### config.mk
export PLATFORM = sky130hd
export DESIGN_NAME = sync_fifo
export DESIGN_NICKNAME = d
export VERILOG_FILES = /design/src/rtl/sync_fifo.sv
export SDC_FILE = /design/constraint.sdc
export NUM_CORES = 1
export LEC_CHECK = 0
export CAP_MARGIN = 10
export CORE_UTILIZATION = 57
export CTS_CLUSTER_SIZE = 20
export DETAILED_ROUTE_END_ITERATION = 7
export PLACE_DENSITY_LB_ADDON = 0.08
export SYNTH_ARGS = -nofsm -noshare
export SYNTH_HDL_FRONTEND = slang
export SYNTH_SLANG_ARGS = --single-unit
### constraint.sdc
create_clock -name clk_i -period 3.1 [get_ports clk_i]
set_input_delay 0.62 -clock clk_i [delete_from_list [all_inputs] [get_ports clk_i]]
set_output_delay 0.62 -clock clk_i [all_outputs]
set_load 0.05 [all_outputs]
### src/rtl/sync_fifo.sv
// sync_fifo: single-clock FIFO for any DEPTH >= 2 (power of two not required).
// It provides a fill level, almost-full and almost-empty thresholds, sticky
// overflow and underflow flags, and a synchronous flush (clear_i).
//
// Build option: define SYNC_FIFO_FWFT_EN for first-word fall-through. In that
// mode r_data_o shows mem[read pointer] combinationally. When the macro is not
// defined, r_data_o is a register that loads on each accepted read.
module sync_fifo #(
    parameter type data_t     = logic [7:0],
    parameter int  DEPTH      = 8,
    parameter int  AFULL_LVL  = DEPTH - 1,
    parameter int  AEMPTY_LVL = 1,
    localparam int LW         = $clog2(DEPTH + 1),
    localparam int PW         = ($clog2(DEPTH) > 1) ? $clog2(DEPTH) : 1
) (
    input  logic          clk_i,
    input  logic          rst_i,
    input  logic          clear_i,
    input  data_t         w_data_i,
    input  logic          w_en_i,
    input  logic          r_en_i,
    output data_t         r_data_o,
    output logic          w_full_o,
    output logic          r_empty_o,
    output logic          almost_full_o,
    output logic          almost_empty_o,
    output logic [LW-1:0] level_o,
    output logic          overflow_o,
    output logic          underflow_o
);

    localparam logic [LW-1:0] LVL_ZERO  = LW'(0);
    localparam logic [LW-1:0] LVL_ONE   = LW'(1);
    localparam logic [LW-1:0] LVL_FULL  = LW'(DEPTH);
    localparam logic [LW-1:0] LVL_AFULL = LW'(AFULL_LVL);
    localparam logic [LW-1:0] LVL_AEMPT = LW'(AEMPTY_LVL);
    localparam logic [PW-1:0] PTR_ZERO  = PW'(0);
    localparam logic [PW-1:0] PTR_ONE   = PW'(1);
    localparam logic [PW-1:0] PTR_LAST  = PW'(DEPTH - 1);

    // Advance a pointer by one slot. It wraps from DEPTH-1 to 0, so DEPTH
    // does not have to be a power of two.
    function automatic logic [PW-1:0] ptr_inc(input logic [PW-1:0] ptr);
        logic [PW-1:0] nxt;
        if (ptr == PTR_LAST) begin
            nxt = PTR_ZERO;
        end else begin
            nxt = ptr + PTR_ONE;
        end
        return nxt;
    endfunction

    data_t          mem_r [DEPTH];
    logic [PW-1:0]  wr_ptr_r;
    logic [PW-1:0]  rd_ptr_r;
    logic [LW-1:0]  level_r;
    logic [LW-1:0]  level_nxt_s;
    logic           overflow_r;
    logic           underflow_r;
    logic           full_s;
    logic           empty_s;
    logic           w_acc_s;
    logic           r_acc_s;

    // The status flags depend only on the level register. Requests and
    // clear_i have no combinational path to them.
    assign full_s         = (level_r == LVL_FULL);
    assign empty_s        = (level_r == LVL_ZERO);
    assign w_full_o       = full_s;
    assign r_empty_o      = empty_s;
    assign almost_full_o  = (level_r >= LVL_AFULL);
    assign almost_empty_o = (level_r <= LVL_AEMPT);
    assign level_o        = level_r;
    assign overflow_o     = overflow_r;
    assign underflow_o    = underflow_r;

    // Acceptance. clear_i blocks both requests. When the FIFO is full and
    // both requests are present, only the read is accepted. When it is
    // empty, only the write is accepted.
    assign w_acc_s = w_en_i & ~full_s & ~clear_i;
    assign r_acc_s = r_en_i & ~empty_s & ~clear_i;

    // Next fill level. When a write and a read are both accepted, the level
    // does not change.
    always_comb begin
        level_nxt_s = level_r;
        case ({w_acc_s, r_acc_s})
            2'b10:   level_nxt_s = level_r + LVL_ONE;
            2'b01:   level_nxt_s = level_r - LVL_ONE;
            default: level_nxt_s = level_r;
        endcase
    end

    // Pointers, level and sticky error flags. clear_i returns these to zero
    // and ignores any request made in the same cycle.
    always_ff @(posedge clk_i or posedge rst_i) begin
        if (rst_i) begin
            wr_ptr_r    <= PTR_ZERO;
            rd_ptr_r    <= PTR_ZERO;
            level_r     <= LVL_ZERO;
            overflow_r  <= 1'b0;
            underflow_r <= 1'b0;
        end else if (clear_i) begin
            wr_ptr_r    <= PTR_ZERO;
            rd_ptr_r    <= PTR_ZERO;
            level_r     <= LVL_ZERO;
            overflow_r  <= 1'b0;
            underflow_r <= 1'b0;
        end else begin
            if (w_acc_s) begin
                wr_ptr_r <= ptr_inc(wr_ptr_r);
            end
            if (r_acc_s) begin
                rd_ptr_r <= ptr_inc(rd_ptr_r);
            end
            level_r <= level_nxt_s;
            if (w_en_i && full_s) begin
                overflow_r <= 1'b1;
            end
            if (r_en_i && empty_s) begin
                underflow_r <= 1'b1;
            end
        end
    end

    // Storage array. It has no reset, and a flush leaves the contents as
    // they are.
    always_ff @(posedge clk_i) begin
        if (w_acc_s) begin
            mem_r[wr_ptr_r] <= w_data_i;
        end
    end

`ifdef SYNC_FIFO_FWFT_EN
    // Fall-through mode: the head entry is visible whenever the FIFO holds data.
    assign r_data_o = mem_r[rd_ptr_r];
`else
    data_t rd_data_r;

    // Registered read data. It loads on an accepted read and otherwise keeps
    // its value, including across a flush.
    always_ff @(posedge clk_i or posedge rst_i) begin
        if (rst_i) begin
            rd_data_r <= data_t'(1'b0);
        end else if (r_acc_s) begin
            rd_data_r <= mem_r[rd_ptr_r];
        end else begin
            rd_data_r <= rd_data_r;
        end
    end

    assign r_data_o = rd_data_r;
`endif

endmodule

; Yosys cells after proc, flatten, opt, wreduce, memory -nomap -nowiden
; Memory sizes are Yosys's and may differ from the RTL's. A register that Yosys moved wholly into a read port is not among the register bits.
; Cells that the tools add are included.
[totals]
ff_bits = 12
mem_bits_rw = 64
out_inout_bits = 18
elab_cells = 46
mem_count = 1
[classes]
addsub = 4
order_cmp = 2
eq_ne = 5
n_mux = 14
n_bitwise = 7
n_reduce_logical = 8
[mem_list]
columns = name, words, word_bits, read_ports, rd_ports_with_merged_regs, wr, line
row1 = mem_r, 8, 8, 1, 1, 1, 53  ; data_t mem_r [DEPTH];
[ops]
columns = operator, n
row1 = two-way mux 3 bit, 6
row2 = case mux 4 bit (2 select lines), 1
row3 = nonzero test 2 bit, 4
row4 = "adder 3 x 1 -> 3 bit, second input constant", 2
row5 = "equality test 3 bit, second input constant", 2
row6 = two-way mux 1 bit, 6
row7 = "adder 4 x 1 -> 4 bit, second input constant", 1
row8 = AND 1 bit, 4
row9 = "equality test 4 bit, second input constant", 1
row10 = ">= comparator 4 x 3 -> 1 bit, second input constant", 1
row11 = "less-or-equal comparator 4 x 1 -> 1 bit, second input constant", 1
row12 = logical NOT 4 bit, 1
row13 = two-way mux 4 bit, 1
row14 = "subtractor 4 x 1 -> 4 bit, second input constant", 1
row15 = inverter 1 bit, 3
row16 = nonzero test 3 bit, 1
row17 = "equality test 2 x 1 -> 1 bit, second input constant", 1
row18 = "equality test 2 bit, second input constant", 1
row19 = logical AND 1 bit, 2

; Depth between registers and ports, before layout
; Gate-level depths: netlist (run 1).
[logic_depth]
depth_word = 7
ltp_mapped = 9

; Worst setup path before layout (run 1)
; Ideal clock, no wire load.
[synth_timing]
kind = reg2reg
from = reg level_r[1], in the netlist level_o[1]
to = mem mem_r[1][0] (netlist name), enable pin
setup_time_ns = 0.383
t_arrival_ns = 2.600
slack_ns = 0.117
stages_incl_launch_ff = 8
path_buffers = 0
cell_sequence = dfrtp_1 -> inv_1 -> ha_1 -> nand3b_1 -> inv_1 -> nor2_1 -> nand3b_1 -> nor3_1
[synth_between]
elab_chain_cells = 6
[synth_lines]
columns = item, line
row1 = "start, declared", 56  ; logic [LW-1:0] level_r;
row2 = "start signal, assigned", 116  ; level_r <= level_nxt_s;
row3 = equality test 4 bit, 67  ; assign full_s = (level_r == LVL_FULL);
row4 = named net w_full_o, 23  ; output logic w_full_o,
row5 = inverter 1 bit, 80  ; assign w_acc_s = w_en_i & ~full_s & ~clear_i;
row6 = AND 1 bit (2 in a row), 80
row7 = two-way mux 1 bit, 129  ; if (w_acc_s) begin
row8 = two-way mux 1 bit (implied by the code), 130  ; mem_r[wr_ptr_r] <= w_data_i;
row9 = "end, declared", 53
; The timed path passes the listed nets, and every way through them passes these cells.

; Worst setup path in the final report (run 1)
[layout_timing]
from = reg level_r[1], in the netlist level_o[1]
to = out almost_empty_o
[layout_between]
elab_chain_cells = 1
[layout_lines]
columns = item, line
row1 = less-or-equal comparator 4 x 1 -> 1 bit, 72  ; assign almost_empty_o = (level_r <= LVL_AEMPT);
row2 = "end, declared", 26  ; output logic almost_empty_o,
; Every way passes these cells.

==> results.tsv, run 1 <==
metric	value	unit
drive_gt1_share	18.6	%
drc_errors	0	
drt_iter0_markers	113	
p_total	3.10	mW
core	0.00596	mm^2
row_count	28	
grt_max_degree	21	
ys_ff_latch	84	
worstSkewPairLatency	0.35	ns
cts.clk_slew.worst_paths	0.08	ns
gp_congestion	0.752	
yosysUniqueCellTypes	36	
final_cell_mix	64 x edfxtp_1, 28 x clkdlybuf4s50_1, 20 x nor2_1, 20 x a21oi_1, 20 x dfrtp_1	
final_common_cell	edfxtp_1	
post_drt_wl_per_cell	18.1	um
slowest_stage	clkdlybuf4s50_1	
path_cells	inv_1 -> ha_1 -> nor2_1 -> nor3_1 -> clkdlybuf4s50_1	
track_usage	22.5	%
critPathLaunchType	flop	
met2_usage	38.0	%
cts-root-buf	clkbuf_8	
syn2layout_area_growth	17.7	%
fmax	345	MHz
cp_max_fo	10	
critPathTopFamily	buffers and inverters	
viasPerCell	5.68	
status	finished clean	
critPathBufInv	2	
finalSetupViolCount	0	
hp-class	reg2reg	
finalMaxSlewViolations	0	
seq_area_frac_synth	68.6	%
fin_nets	289	
p_leak	1.49	nW
hold_viol	0	
overflow	0	
drt_wl_total	6310	um
cap_violations	0	
worstSetupPathType	reg2out	
pre_cts_ws	0.511	ns
synthArstFlopShare	23.8	%
use_met1	28.1	%
grt_pass1_vias	2007	
pwr_density_cell	745	mW/mm^2
die_area	0.00652	mm^2
worst_setup_path_end_kind	primary output	
firstDrtPassIters	4	
die_w	80.7	um
worst_slew_pin_slew	1.10	ns
finClkSkew	0.00987	ns
syn_area	0.00353	mm^2
arrival	2.28	ns
cp.required	2.48	ns
n_antenna_cell	0	
use_met3	4.89	%
fin_util	69.8	%
fp.dieH	80.7	um
dp_hpwl	4310	um
postSynthNetCount	244	
setup_ws	0.199	ns
cts_buffer_depth	2	
io_buffer_count	30	
antenna_left	0	
fin_crit	2.90	ns
vias	1982	
fillerInstances	410	
layout.cells.non_filler	349	
htree_levels	3	
yosys_most_used_dff	edfxtp_1	
synth.avg_cell_area	15.8	um^2
initial_core_util	59.3	%
grt_pass1_wl	10100	um
fin_setup_tns	0	ns
dp.cells	333	
cts.sinks	84	
slew_headroom	26.4	%
synth-edff-count	64	
grt_busiest_layer	met2	
synth_warnings	0	
fin_crit_sh	93.6	%
netlist_instances	224	
cts_setup_buffers	0	
numCtsBuffers	9	
peakVddDrop	0.456	mV
cts_tree	built	
grt_antenna_before_repair	0	
io_pins	31	
rsz0062_at_grt	no	
max_stage_delay	0.82	ns
## metrics by stage
step | cell area, um^2 | hold slack, ns
CTS | 4160 | 0.513
global placement | 3990 | 0.480
floorplan | 3530 | 0.544
global route | 4160 | 0.530
finish | 4160 | 0.505
detailed placement | 3990 | 0.495
## routing by layer
metal  wire length [um]  part of all wire (%)  vias to the layer above
met5                  0                     0                        -
met4                122                   1.9                        0
met3                214                   3.4                       13
met2               3180                    50                       42
met1               2790                    44                      981
li1                   -                     -                      946
## what timing repair did
| action | CTS | global route |
|---|---|---|
| hold buffers | 0 | 0 |
| gates resized for setup | 0 | 1 |
| endpoints found under the setup margin | 0 | 1 |
## power breakdown
group | internal [mW] | switching, mW | total, mW
sequential | 1.30 | 0.126 | 1.43
combinational | 0.420 | 0.584 | 1.00
clock | 0.285 | 0.380 | 0.665
## kinds of logic (layout without fill, tap and decap cells)
logic type,Yosys count,in the layout,synth area share [%]
DFF,84,84,68.6
AOI/OAI and AO/OA,31,31,5.21
and+or+nand+nor,58,58,8.11
adders and majority gates,7,7,2.48
buffers and inverters,18,68,2.20
muxes,25,25,12.8
xor gates and xnor gates,1,1,0.638
## worst reg2reg max path, stage by stage (launching register included)
cell	delay [ns]
dfrtp_1	0.51
inv_1	0.13
ha_1	0.28
nand3b_1	0.15
inv_1	0.09
nor2_1	0.29
nand3b_1	0.20
nor2_1	0.19
buf_4	0.20
## flip-flops by register name, indices dropped and copies added (netlist names)
| register | count |
|---|---|
| mem_r | 64 |
| r_data_o | 8 |
| overflow_o | 1 |
| wr_ptr_r | 3 |
| rd_ptr_r | 3 |
| underflow_o | 1 |
| level_o | 4 |
## synth_stat cells, drive strengths merged, types with 3 or more instances
cell type	count	share of area (%)
edfxtp	64	54
nor2	21	2.3
a21oi	20	2.8
dfrtp	20	14
mux4	16	10
nand2	15	1.6
mux2i	8	2.3
ha	7	2.5
clkbuf	6	0.64
inv	6	0.64
buf	5	0.67
or3	4	0.71
nand2b	3	0.53
nand3b	3	0.64
nor3	3	0.42
## cell type report
| type | instances | area (um^2) | share of cell area, % |
|---|---|---|---|
| inverters | 7 | 31.3 | 0.752 |
| multi-input cells | 122 | 1030 | 24.8 |
| repair buffers | 45 | 413 | 9.93 |
| clock inverters | 7 | 41.3 | 0.993 |
| clock buffers | 9 | 124 | 2.98 |
| well taps | 75 | 93.8 | 2.26 |
| flip-flops and latches | 84 | 2420 | 58.3 |
## path summary, 6_finish.rpt
| path | from | end | slack (ns) | cells past startpoint |
|---|---|---|---|---|
| max reg2reg | level_o[1]$_DFFE_PP0P_ | mem_r[7][2]$_DFFE_PP_ | 0.76 | 8 |
| min in group asynchronous | rst_i | r_data_o[7]$_DFFE_PP0P_ | 0.74 | 2 |
| min reg2reg | overflow_o$_DFFE_PP0P_ | overflow_o$_DFFE_PP0P_ | 0.50 | 2 |
| min | overflow_o$_DFFE_PP0P_ | overflow_o$_DFFE_PP0P_ | 0.50 | 2 |
| max | level_o[1]$_DFFE_PP0P_ | almost_empty_o | 0.20 | 5 |
| max in group asynchronous | rst_i | wr_ptr_r[0]$_DFFE_PP0P_ | 1.82 | 2 |
(Power assumes the default switching activity.)
==> inputs of run 2 (changes only) <==
--- a/config.mk
+++ b/config.mk
@@ -5,7 +5,7 @@
 export SDC_FILE = /design/constraint.sdc
 export NUM_CORES = 1
 export LEC_CHECK = 0
-export CAP_MARGIN = 10
+export CAP_MARGIN = 20
 export CORE_UTILIZATION = 57
 export CTS_CLUSTER_SIZE = 20
 export DETAILED_ROUTE_END_ITERATION = 7
==> results.tsv, run 2 (same netlist as run 1, synthesis figures left out) <==
metric	value	unit
placed_area	0.00399	mm^2
drc_errors	0	
antenna_left	0	
final_common_cell	edfxtp_1	
die_area	0.00652	mm^2
p_switching	1.09	mW
hp-class	reg2reg	
drt_iter0_markers	117	
slew_headroom	42.2	%
largest_reg_flops	64	
setup_ws	0.205	ns
fp.dieH	80.7	um
die_w	80.7	um
p_clk_share	21.2	%
finalSetupViolCount	0	
power_frac_comb	34.0	%
cts_tree	built	
dp.cells	333	
arrival	2.27	ns
hold_viol	0	
critPathLaunchType	flop	
io_pins	31	
p_leak	1.50	nW
fin_area	0.00419	mm^2
pre_cts_ws	0.511	ns
worst_slew_pin_slew	0.866	ns
peakVddDrop	0.457	mV
fin_util	70.3	%
cap_violations	0	
status	finished clean	
htree_levels	3	
internal-power	2.03	mW
row_count	28	
cp.required	2.48	ns
worstSetupPathType	reg2out	
fin_crit_sh	93.4	%
track_usage	22.5	%
drt_wl_total	6290	um
regMostFlops	mem_r	
overflow	0	
grt_antenna_before_repair	0	
dp_hpwl	4310	um
n_antenna_cell	0	
fin_setup_tns	0	ns
fin_crit	2.89	ns
cts_buffer_depth	2	
pwr-share-seq	44.8	%
numCtsBuffers	9	
pwr_density_cell	746	mW/mm^2
final_cell_mix	64 x edfxtp_1, 28 x clkdlybuf4s50_1, 20 x nor2_1, 20 x a21oi_1, 20 x dfrtp_1	
viasPerCell	5.71	
finalMaxSlewViolations	0	
cts.clk_slew.worst_paths	0.08	ns
core	0.00596	mm^2
syn2layout_area_growth	18.5	%
drive_gt1_share	18.9	%
worstSkewPairLatency	0.35	ns
vias	2000	
finClkSkew	0.00746	ns
layout.cells.non_filler	350	
ctsHoldBuffers	0	
fmax	345	MHz
fin_nets	290	
cts-root-buf	clkbuf_8	
initial_core_util	59.3	%
rsz0062_at_grt	no	
hold-worst-slack	0.505	ns
worst_setup_path_end_kind	primary output	
grt_max_degree	21	
cts.sinks	84	
swShare	34.9	%
post_drt_wl_per_cell	18.0	um
firstDrtPassIters	4	
gp_congestion	0.752	
cp_max_fo	10	
p_total	3.12	mW
grt_pass1_vias	2007	
grt_pass1_wl	10100	um
io_buffer_count	30	
[run 2: cell type report]
type	count	area [um^2]
flip-flops and latches	84	2420
fillers	406	1770
multi-input cells	122	1030
repair buffers	46	440
clock buffers	9	124
well taps	75	93.8
clock inverters	7	41.3
inverters	7	31.3
[run 2: final timing paths]
path,start,endpoint,slack [ns],cells after the start
setup / recovery,level_o[1]$_DFFE_PP0P_,almost_empty_o,0.21,5
hold / removal,overflow_o$_DFFE_PP0P_,overflow_o$_DFFE_PP0P_,0.50,2
setup reg to reg,level_o[1]$_DFFE_PP0P_,mem_r[7][2]$_DFFE_PP_,0.77,8
hold reg to reg,overflow_o$_DFFE_PP0P_,overflow_o$_DFFE_PP0P_,0.50,2
max in group asynchronous,rst_i,wr_ptr_r[0]$_DFFE_PP0P_,1.82,2
min in group asynchronous,rst_i,r_data_o[7]$_DFFE_PP0P_,0.74,2
[run 2: layer usage]
layer,share of wire [%],vias up,GRT usage [%]
met5,0,-,0
met3,3.4,10,4.89
met2,52,43,38.0
li1,-,951,-
met4,1.7,0,9.82
met1,43,996,28.1
[run 2: critical path: stages, from the launching register on]
cell	delay, ns
dfrtp_1	0.48
inv_1	0.14
ha_1	0.28
nor2_1	0.08
nor3_1	0.12
clkdlybuf4s50_1	0.82
[run 2: repair_timing]
action / in CTS / in global routing
endpoints found under the setup margin: 0 / 1
endpoints found under the hold margin: 0 / 0
resized for setup: 0 / 1
setup buffers: 0 / 0
[run 2: power groups by stage]
stage | Sequential (mW) | Clock (mW) | Combinational (mW)
final | 1.40 | 0.662 | 1.06
after global routing | 1.42 | 0.717 | 1.14
after CTS | 1.43 | 0.675 | 1.01
after detailed placement | 1.46 | 0 | 1.01
after global placement | 1.45 | 0 | 0.995
after floorplan | 1.62 | 0 | 0.543
